===== config.mk =====
export PLATFORM = sky130hd
export DESIGN_NAME = spi_init_seq
export DESIGN_NICKNAME = d
export VERILOG_FILES = /design/src/rtl/spi_seq_pkg.sv /design/src/rtl/spi_seq_shifter.sv /design/src/rtl/spi_init_seq.sv
export SDC_FILE = /design/constraint.sdc
export NUM_CORES = 1
export LEC_CHECK = 0
export CORE_MARGIN = 2
export CORE_UTILIZATION = 47
export CTS_CLUSTER_DIAMETER = 40
export DETAILED_ROUTE_END_ITERATION = 16
export PLACE_DENSITY = 0.76
export SKIP_CTS_REPAIR_TIMING = 1
export SYNTH_ARGS = -nofsm -noshare
export SYNTH_HDL_FRONTEND = slang
export SYNTH_HIERARCHICAL = 1
export SYNTH_SLANG_ARGS = --single-unit

===== constraint.sdc =====
create_clock -name clk -period 6 [get_ports clk]
set_clock_uncertainty 0.1 [all_clocks]
set_input_delay 1.2 -clock clk [delete_from_list [all_inputs] [get_ports clk]]
set_output_delay 1.2 -clock clk [all_outputs]
set_load 0.01 [all_outputs]

===== src/rtl/spi_seq_pkg.sv =====
// spi_seq_pkg: definitions shared by the SPI init sequencer and its shifter.
//   state_e    : sequencer FSM states
//   SEL_*      : spi_sel route encodings
//   TBL_*      : tbl_data field bit positions and total width
//   frame_word : builds the 16-bit MOSI frame from a table entry
package spi_seq_pkg;

    typedef enum logic [2:0] {
        ST_IDLE,
        ST_FETCH,
        ST_LOAD,
        ST_SHIFT,
        ST_TAIL,
        ST_GAP,
        ST_CHECK,
        ST_FIN
    } state_e;

    localparam logic [1:0] SEL_HOST = 2'd0;
    localparam logic [1:0] SEL_RFIC = 2'd1;
    localparam logic [1:0] SEL_ADC1 = 2'd2;
    localparam logic [1:0] SEL_ADC2 = 2'd3;

    localparam int unsigned TBL_W       = 20;
    localparam int unsigned TBL_LAST    = 19;
    localparam int unsigned TBL_VERIFY  = 18;
    localparam int unsigned TBL_SEL_HI  = 17;
    localparam int unsigned TBL_SEL_LO  = 16;
    localparam int unsigned TBL_RW      = 15;
    localparam int unsigned TBL_ADDR_HI = 14;
    localparam int unsigned TBL_ADDR_LO = 8;
    localparam int unsigned TBL_DATA_HI = 7;
    localparam int unsigned TBL_DATA_LO = 0;

    // Reads carry a zero data field; the slave drives MISO during that byte.
    function automatic logic [15:0] frame_word(input logic       rw,
                                               input logic [6:0] addr,
                                               input logic [7:0] data);
        return {rw, addr, (rw ? 8'h00 : data)};
    endfunction

endpackage


===== src/rtl/spi_seq_shifter.sv =====
// spi_seq_shifter: SPI mode-0 frame engine for one 16-bit frame.
//   clk, reset_n      : system clock, async active-low reset
//   go                : load frame {rw, addr, data} and start clocking
//   rw, addr, data    : frame fields (data replaced by zero on reads)
//   miso              : serial data in, sampled on rising sck
//   sck, mosi         : serial clock and data out
//   rx_byte           : MISO samples of bits 8..15, MSB first
//   last_edge         : high in the cycle whose clock edge makes the final sck fall
module spi_seq_shifter
    import spi_seq_pkg::*;
#(
    parameter int unsigned CLK_DIV = 3
) (
    input  logic       clk,
    input  logic       reset_n,
    input  logic       go,
    input  logic       rw,
    input  logic [6:0] addr,
    input  logic [7:0] data,
    input  logic       miso,
    output logic       sck,
    output logic       mosi,
    output logic [7:0] rx_byte,
    output logic       last_edge
);

    localparam logic [7:0] DIV_LAST = 8'(CLK_DIV - 1);

    logic        run_q,  run_d;
    logic        sck_q,  sck_d;
    logic        mosi_q, mosi_d;
    logic [15:0] sh_q,   sh_d;
    logic [7:0]  div_q,  div_d;
    logic [4:0]  hp_q,   hp_d;
    logic [7:0]  rx_q,   rx_d;
    logic        tick;

    assign tick      = run_q && (div_q == DIV_LAST);
    assign last_edge = tick && (hp_q == 5'd31);

    always_comb begin
        run_d  = run_q;
        sck_d  = sck_q;
        mosi_d = mosi_q;
        sh_d   = sh_q;
        div_d  = div_q;
        hp_d   = hp_q;
        rx_d   = rx_q;
        if (go) begin
            sh_d   = frame_word(rw, addr, data);
            mosi_d = sh_d[15];
            run_d  = 1'b1;
            sck_d  = 1'b0;
            div_d  = '0;
            hp_d   = '0;
            rx_d   = '0;
        end else if (run_q) begin
            if (tick) begin
                div_d = '0;
                sck_d = ~sck_q;
                hp_d  = hp_q + 5'd1;
                if (!sck_q) begin
                    // Rising edge: hp_q[4] set means bit index 8..15.
                    if (hp_q[4]) begin
                        rx_d = {rx_q[6:0], miso};
                    end
                end else if (hp_q == 5'd31) begin
                    run_d  = 1'b0;
                    mosi_d = 1'b0;
                end else begin
                    sh_d   = {sh_q[14:0], 1'b0};
                    mosi_d = sh_q[14];
                end
            end else begin
                div_d = div_q + 8'd1;
            end
        end
    end

    always_ff @(posedge clk or negedge reset_n) begin
        if (!reset_n) begin
            run_q  <= 1'b0;
            sck_q  <= 1'b0;
            mosi_q <= 1'b0;
            sh_q   <= '0;
            div_q  <= '0;
            hp_q   <= '0;
            rx_q   <= '0;
        end else begin
            run_q  <= run_d;
            sck_q  <= sck_d;
            mosi_q <= mosi_d;
            sh_q   <= sh_d;
            div_q  <= div_d;
            hp_q   <= hp_d;
            rx_q   <= rx_d;
        end
    end

    assign sck     = sck_q;
    assign mosi    = mosi_q;
    assign rx_byte = rx_q;

endmodule


===== src/rtl/spi_init_seq.sv =====
// spi_init_seq: walks an init table and issues one SPI frame per entry.
//   clk, reset_n      : system clock, async active-low reset
//   start, abort      : begin sequence / stop after the current frame
//   busy, done, err   : run status, end pulse, sticky readback mismatch
//   tbl_addr/tbl_data : synchronous table port (1-cycle read latency)
//   spi_sel           : slave route, changed only while m_csn is high
//   m_sck/m_csn/m_mosi/m_miso : master SPI lines
//   rd_data, rd_valid : captured read byte and its one-cycle strobe
module spi_init_seq
    import spi_seq_pkg::*;
#(
    parameter int unsigned CLK_DIV = 3,
    parameter int unsigned TBL_AW  = 5,
    parameter int unsigned CS_GAP  = 4
) (
    input  logic              clk,
    input  logic              reset_n,
    input  logic              start,
    input  logic              abort,
    output logic              busy,
    output logic              done,
    output logic              err,
    output logic [TBL_AW-1:0] tbl_addr,
    input  logic [TBL_W-1:0]  tbl_data,
    output logic [1:0]        spi_sel,
    output logic              m_sck,
    output logic              m_csn,
    output logic              m_mosi,
    input  logic              m_miso,
    output logic [7:0]        rd_data,
    output logic              rd_valid
);

    localparam logic [15:0] TAIL_LAST = 16'(CLK_DIV - 1);
    localparam logic [15:0] GAP_LAST  = 16'(CS_GAP - 1);

    state_e            state_q,    state_d;
    logic              busy_q,     busy_d;
    logic              done_q,     done_d;
    logic              err_q,      err_d;
    logic [TBL_AW-1:0] tbl_addr_q, tbl_addr_d;
    logic [1:0]        spi_sel_q,  spi_sel_d;
    logic              csn_q,      csn_d;
    logic [7:0]        rd_data_q,  rd_data_d;
    logic              rd_valid_q, rd_valid_d;
    logic              abort_q,    abort_d;
    logic              ready_q,    ready_d;
    logic              load_ph_q,  load_ph_d;
    logic [15:0]       cnt_q,      cnt_d;
    logic              last_q,     last_d;
    logic              verify_q,   verify_d;
    logic              rw_q,       rw_d;
    logic [6:0]        addr_q,     addr_d;
    logic [7:0]        data_q,     data_d;

    logic       go;
    logic       last_edge;
    logic [7:0] rx_byte;

    // Second LOAD cycle: spi_sel has settled for a cycle, now drop CSN.
    assign go = (state_q == ST_LOAD) && load_ph_q;

    spi_seq_shifter #(
        .CLK_DIV (CLK_DIV)
    ) u_shifter (
        .clk       (clk),
        .reset_n   (reset_n),
        .go        (go),
        .rw        (rw_q),
        .addr      (addr_q),
        .data      (data_q),
        .miso      (m_miso),
        .sck       (m_sck),
        .mosi      (m_mosi),
        .rx_byte   (rx_byte),
        .last_edge (last_edge)
    );

    always_comb begin
        state_d    = state_q;
        busy_d     = busy_q;
        done_d     = 1'b0;
        err_d      = err_q;
        tbl_addr_d = tbl_addr_q;
        spi_sel_d  = spi_sel_q;
        csn_d      = csn_q;
        rd_data_d  = rd_data_q;
        rd_valid_d = 1'b0;
        abort_d    = abort_q;
        ready_d    = 1'b1;
        load_ph_d  = load_ph_q;
        cnt_d      = cnt_q;
        last_d     = last_q;
        verify_d   = verify_q;
        rw_d       = rw_q;
        addr_d     = addr_q;
        data_d     = data_q;

        if (busy_q && abort) begin
            abort_d = 1'b1;
        end

        case (state_q)
            ST_IDLE: begin
                // ready_q masks the first clk after reset release.
                if (start && ready_q) begin
                    err_d      = 1'b0;
                    tbl_addr_d = '0;
                    busy_d     = 1'b1;
                    abort_d    = 1'b0;
                    state_d    = ST_FETCH;
                end
            end
            ST_FETCH: begin
                load_ph_d = 1'b0;
                state_d   = ST_LOAD;
            end
            ST_LOAD: begin
                if (!load_ph_q) begin
                    last_d    = tbl_data[TBL_LAST];
                    verify_d  = tbl_data[TBL_VERIFY];
                    rw_d      = tbl_data[TBL_RW];
                    addr_d    = tbl_data[TBL_ADDR_HI:TBL_ADDR_LO];
                    data_d    = tbl_data[TBL_DATA_HI:TBL_DATA_LO];
                    spi_sel_d = tbl_data[TBL_SEL_HI:TBL_SEL_LO];
                    load_ph_d = 1'b1;
                end else begin
                    csn_d     = 1'b0;
                    load_ph_d = 1'b0;
                    state_d   = ST_SHIFT;
                end
            end
            ST_SHIFT: begin
                if (last_edge) begin
                    cnt_d   = '0;
                    state_d = ST_TAIL;
                end
            end
            ST_TAIL: begin
                if (cnt_q == TAIL_LAST) begin
                    csn_d   = 1'b1;
                    cnt_d   = '0;
                    state_d = ST_GAP;
                end else begin
                    cnt_d = cnt_q + 16'd1;
                end
            end
            ST_GAP: begin
                if (cnt_q == GAP_LAST) begin
                    cnt_d   = '0;
                    state_d = ST_CHECK;
                    if (rw_q) begin
                        rd_data_d  = rx_byte;
                        rd_valid_d = 1'b1;
                    end
                end else begin
                    cnt_d = cnt_q + 16'd1;
                end
            end
            ST_CHECK: begin
                if (verify_q && rw_q && (rd_data_q != data_q)) begin
                    err_d = 1'b1;
                end
                if (last_q || (tbl_addr_q == '1) || abort_q || abort) begin
                    state_d = ST_FIN;
                end else begin
                    tbl_addr_d = tbl_addr_q + TBL_AW'(1);
                    state_d    = ST_FETCH;
                end
            end
            ST_FIN: begin
                busy_d    = 1'b0;
                done_d    = 1'b1;
                spi_sel_d = SEL_HOST;
                state_d   = ST_IDLE;
            end
            default: state_d = ST_IDLE;
        endcase
    end

    always_ff @(posedge clk or negedge reset_n) begin
        if (!reset_n) begin
            state_q    <= ST_IDLE;
            busy_q     <= 1'b0;
            done_q     <= 1'b0;
            err_q      <= 1'b0;
            tbl_addr_q <= '0;
            spi_sel_q  <= SEL_HOST;
            csn_q      <= 1'b1;
            rd_data_q  <= '0;
            rd_valid_q <= 1'b0;
            abort_q    <= 1'b0;
            ready_q    <= 1'b0;
            load_ph_q  <= 1'b0;
            cnt_q      <= '0;
            last_q     <= 1'b0;
            verify_q   <= 1'b0;
            rw_q       <= 1'b0;
            addr_q     <= '0;
            data_q     <= '0;
        end else begin
            state_q    <= state_d;
            busy_q     <= busy_d;
            done_q     <= done_d;
            err_q      <= err_d;
            tbl_addr_q <= tbl_addr_d;
            spi_sel_q  <= spi_sel_d;
            csn_q      <= csn_d;
            rd_data_q  <= rd_data_d;
            rd_valid_q <= rd_valid_d;
            abort_q    <= abort_d;
            ready_q    <= ready_d;
            load_ph_q  <= load_ph_d;
            cnt_q      <= cnt_d;
            last_q     <= last_d;
            verify_q   <= verify_d;
            rw_q       <= rw_d;
            addr_q     <= addr_d;
            data_q     <= data_d;
        end
    end

    assign busy     = busy_q;
    assign done     = done_q;
    assign err      = err_q;
    assign tbl_addr = tbl_addr_q;
    assign spi_sel  = spi_sel_q;
    assign m_csn    = csn_q;
    assign rd_data  = rd_data_q;
    assign rd_valid = rd_valid_q;

endmodule


==> metrics.md <==
| Metric | Value |
|---|---|
| Status | `finished, final reports clean` |
| Crit path launch | `u_shifter/div_q[0]$_DFFE_PN0P_` |
| Design Power | `2.249 mW` |
| Routed Antenna Nets | `0` |
| Skew-Pair Late Insertion Delay | `0.38 ns` |
| CP cell instances | `inv_1, ha_1, nor4b_2, buf_4, and3_1, nand4b_1, and2_0, o2bb2a_1, o21ai_0` |
| Max_slew headroom | `39.47%` |
| Starting Density | `47.93%` |
| Critical R2R Launch | `u_shifter/div_q[0]$_DFFE_PN0P_` |
| Period utilization | `46.39%` |
| Routed vias | `3710` |
| N_diodes | `0` |
| Pwr dens | `396.5 nW/um2` |
| Critical path class | `register to register` |
| Peak supply drop | `0.3084 mV` |
| Async set or reset register ratio after synthesis | `100.0%` |
| Final setup violation count | `0` |
| I/O pin cnt | `47` |
| Die Y | `106.1 um` |
| Leading area contributor after synthesis | `dfrtp_1` |
| Routability-driven placement congestion ratio | `0.7746` |
| Most used flip-flop cell after synthesis | `dfrtp_1` |
| Nets | `529` |
| H-Tree Depth | `3` |
| Crit path capture type | `register` |
| Mapped Avg Cell Area | `10.66 um2` |
| M2 GR Usage | `32.19%` |
| Max Slew Vio Count | `0` |
| Flop pwr share | `46.0%` |
| Grt met3 use | `3.863%` |
| First-pass GRT wire length | `17.97 mm` |
| Crit path capture | `cnt_q[15]$_DFFE_PN0P_` |
| IO buf count | `46` |
| Final HPWL DP | `6.979 mm` |
| Netlist cell types | `59` |
| Critical Path Fanout Max | `17` |
| Total GRT Usage | `20.06%` |
| GRT Residual Overflow | `0` |
| Max Cap Violations | `0` |
| Sw Ratio | `35.68%` |
| Via density | `5.824` |
| Part of the power in the clock network | `19.9%` |
| CTS sink cnt | `99` |
| Final WL | `10.48 mm` |
| Fin Setup TNS | `0 ns` |
| Critical path arrival | `2.91 ns` |
| Net count after synthesis | `493` |
| Worst Tran Pin Value | `0.9079 ns` |
| TritonCTS clock tree | `built` |
| GR Util met1 | `27.12%` |
| P_int | `1.446 mW` |
| CP max-delay cell | `and2_0` |
| Register area share after synthesis | `50.55%` |
| Vias in the first global route | `3644` |
| Root Driver | `clkbuf_8` |
| Reg2Reg Depth | `9` |
| GRT Max-Usage Layer | `met2` |
| Crit path time final | `2.783 ns` |
| Drt wl/cell | `16.45 um` |
| Syn Inst Count | `460` |
| Worst hold path class | `register to register` |
| Core area | `10230 um2` |
| RSZ-0062 raised after global routing | `no` |
| Drt pass-1 iters | `5` |
| Switch Pwr | `0.8025 mW` |
| Reg2reg end | `cnt_q[15]$_DFFE_PN0P_` |
| Synthesis-to-layout area growth | `15.67%` |
| EDFF count, synth | `0` |
| Post-Synthesis Cell Area | `4903 um2` |
| CP required | `6.13 ns` |
| Post-synth top area share | `50.01%` |
| Die width | `106.1 um` |
| LEAKAGE | `2.429 nW` |
| Max stage delay on crit path | `0.47 ns` |
| Cell Rows | `37` |
| Part of the power in combinational logic | `34.0%` |
| Fin. Hold Viols | `0` |
| Reg2Reg Setup Slack | `3.22 ns` |
| # DRC | `0` |
| Highest clock rate | `359.3 MHz` |
| Yosys reg bits | `99` |
| CTS Buf Count | `9` |
| Reg clk slew, reported paths | `0.10 ns` |
| Die area | `11270 um2` |
| Share of cells above drive strength 1 | `13.77%` |
| Initial antenna violation count | `0` |
| CTS Buffer Depth | `2` |
| Iteration-0 DRC Markers | `264` |
| Pin count of the biggest net entering global routing | `74` |
| Synth top area cells | `dfrtp_1 50%, mux2_2 8.0%, nand3_1 3.0%` |
| Critical Path Start Type | `register` |
| Synthesis Warnings | `6` |
## layout make-up
class,count,area [um2]
Clock inverter,7,81.33
Sequential cell,99,2479
Multi-Input combinational cell,323,2277
Inverter,12,45.04
Clock buffer,9,123.9
Tap cell,136,170.2
Fill cell,834,4559
Timing Repair Buffer,51,495.5
## worst max-delay path, delay by kind of cell, from the launching register on
family / cells / cell delay, ns
and+or+nand+nor: 4 / 1.10
DFF: 1 / 0.45
AOI/OAI and AO/OA: 2 / 0.44
buffers and inverters: 2 / 0.38
adders and majority gates: 1 / 0.17
## flip-flops by register name (all words and copies together), names as in the netlist, 5 cells and up
signal,count
tbl_addr,5
addr_q,7
u_shifter/sh_q,15
data_q,8
u_shifter/hp_q,5
cnt_q,16
u_shifter/div_q,8
u_shifter/rx_byte,8
rd_data,8
## cell usage in the layout, fill, tap and decap left out, types with 6 or more instances in the layout
cell / netlist / layout
nand2b_1: 17 / 17
clkbuf_8: 0 / 9
nor3_1: 7 / 6
ha_1: 8 / 8
inv_1: 12 / 12
a31oi_1: 10 / 10
nand3_1: 29 / 29
nor2_1: 14 / 14
o21ai_0: 19 / 19
a21oi_1: 19 / 19
xor2_1: 6 / 6
or3_1: 16 / 16
nor2b_1: 15 / 15
o31ai_1: 6 / 6
nor4_1: 14 / 14
buf_4: 1 / 6
nand4_1: 11 / 11
a221o_1: 7 / 7
xnor2_1: 8 / 8
mux2_2: 35 / 35
dfrtp_1: 98 / 98
nand2_1: 24 / 24
clkdlybuf4s50_1: 0 / 45
a211o_1: 7 / 7
## power by group through the flow
stage | Combinational, mW | Clock (mW) | Sequential [mW]
2_1_floorplan | 0.599 | 0 | 0.988
3_3_place_gp | 0.740 | 0 | 1.04
3_5_place_dp | 0.765 | 0 | 1.05
4_1_cts | 0.769 | 0.461 | 1.04
5_1_grt | 0.849 | 0.488 | 1.07
6_report | 0.765 | 0.448 | 1.03
## logic make-up (layout without fill, tap and decap cells)
family / count (synthesis) / after routing / share of synthesized area (%)
and+or+nand+nor: 174 / 174 / 20.67
muxes: 38 / 38 / 8.650
xor gates and xnor gates: 14 / 14 / 2.501
other: 1 / 1 / 0.07648
AOI/OAI and AO/OA: 88 / 88 / 12.40
adders and majority gates: 8 / 8 / 2.041
buffers and inverters: 38 / 79 / 3.113
DFF: 99 / 99 / 50.55
## per-layer routing
metal  vias to the layer above  part of all wire [%]
met5                         -                     0
met4                         0                   1.8
met3                        15                   4.0
met2                        79                    49
met1                      1849                    46
li1                       1767                     -
## per-stage QoR
step,cell area [um2],hold WS [ns],utilization (%),instances,setup WS [ns]
after floorplan,4903,0.3548,-,460,3.493
after global placement,5466,0.3782,53.43,621,2.979
after global routing,5672,0.4298,55.44,637,3.026
after CTS,5672,0.4145,55.44,637,3.212
after detailed placement,5466,0.3850,53.43,621,2.907
final,5672,0.4069,55.44,637,3.217
## Yosys cell counts, types with 14 or more instances
cell type / number
a21oi_1: 19
nor4_1: 14
clkbuf_1: 20
nor2b_1: 15
nand2_1: 24
nand2b_1: 17
nor2_1: 14
or3_1: 16
dfrtp_1: 98
o21ai_0: 19
mux2_2: 35
nand3_1: 29
## worst min-delay path by stage
stage,start,to,cells past startpoint
final,addr_q[3]$_DFFE_PN0P_,u_shifter/sh_q[11]$_DFFE_PN0P_,1
after floorplan,addr_q[5]$_DFFE_PN0P_,u_shifter/sh_q[13]$_DFFE_PN0P_,1
after CTS,abort_q$_DFF_PN0_,abort_q$_DFF_PN0_,2
after global routing,addr_q[3]$_DFFE_PN0P_,u_shifter/sh_q[11]$_DFFE_PN0P_,1
after global placement,addr_q[3]$_DFFE_PN0P_,u_shifter/sh_q[11]$_DFFE_PN0P_,1
after detailed placement,addr_q[3]$_DFFE_PN0P_,u_shifter/sh_q[11]$_DFFE_PN0P_,1
Note: power is estimated with default switching activity, not from simulation.
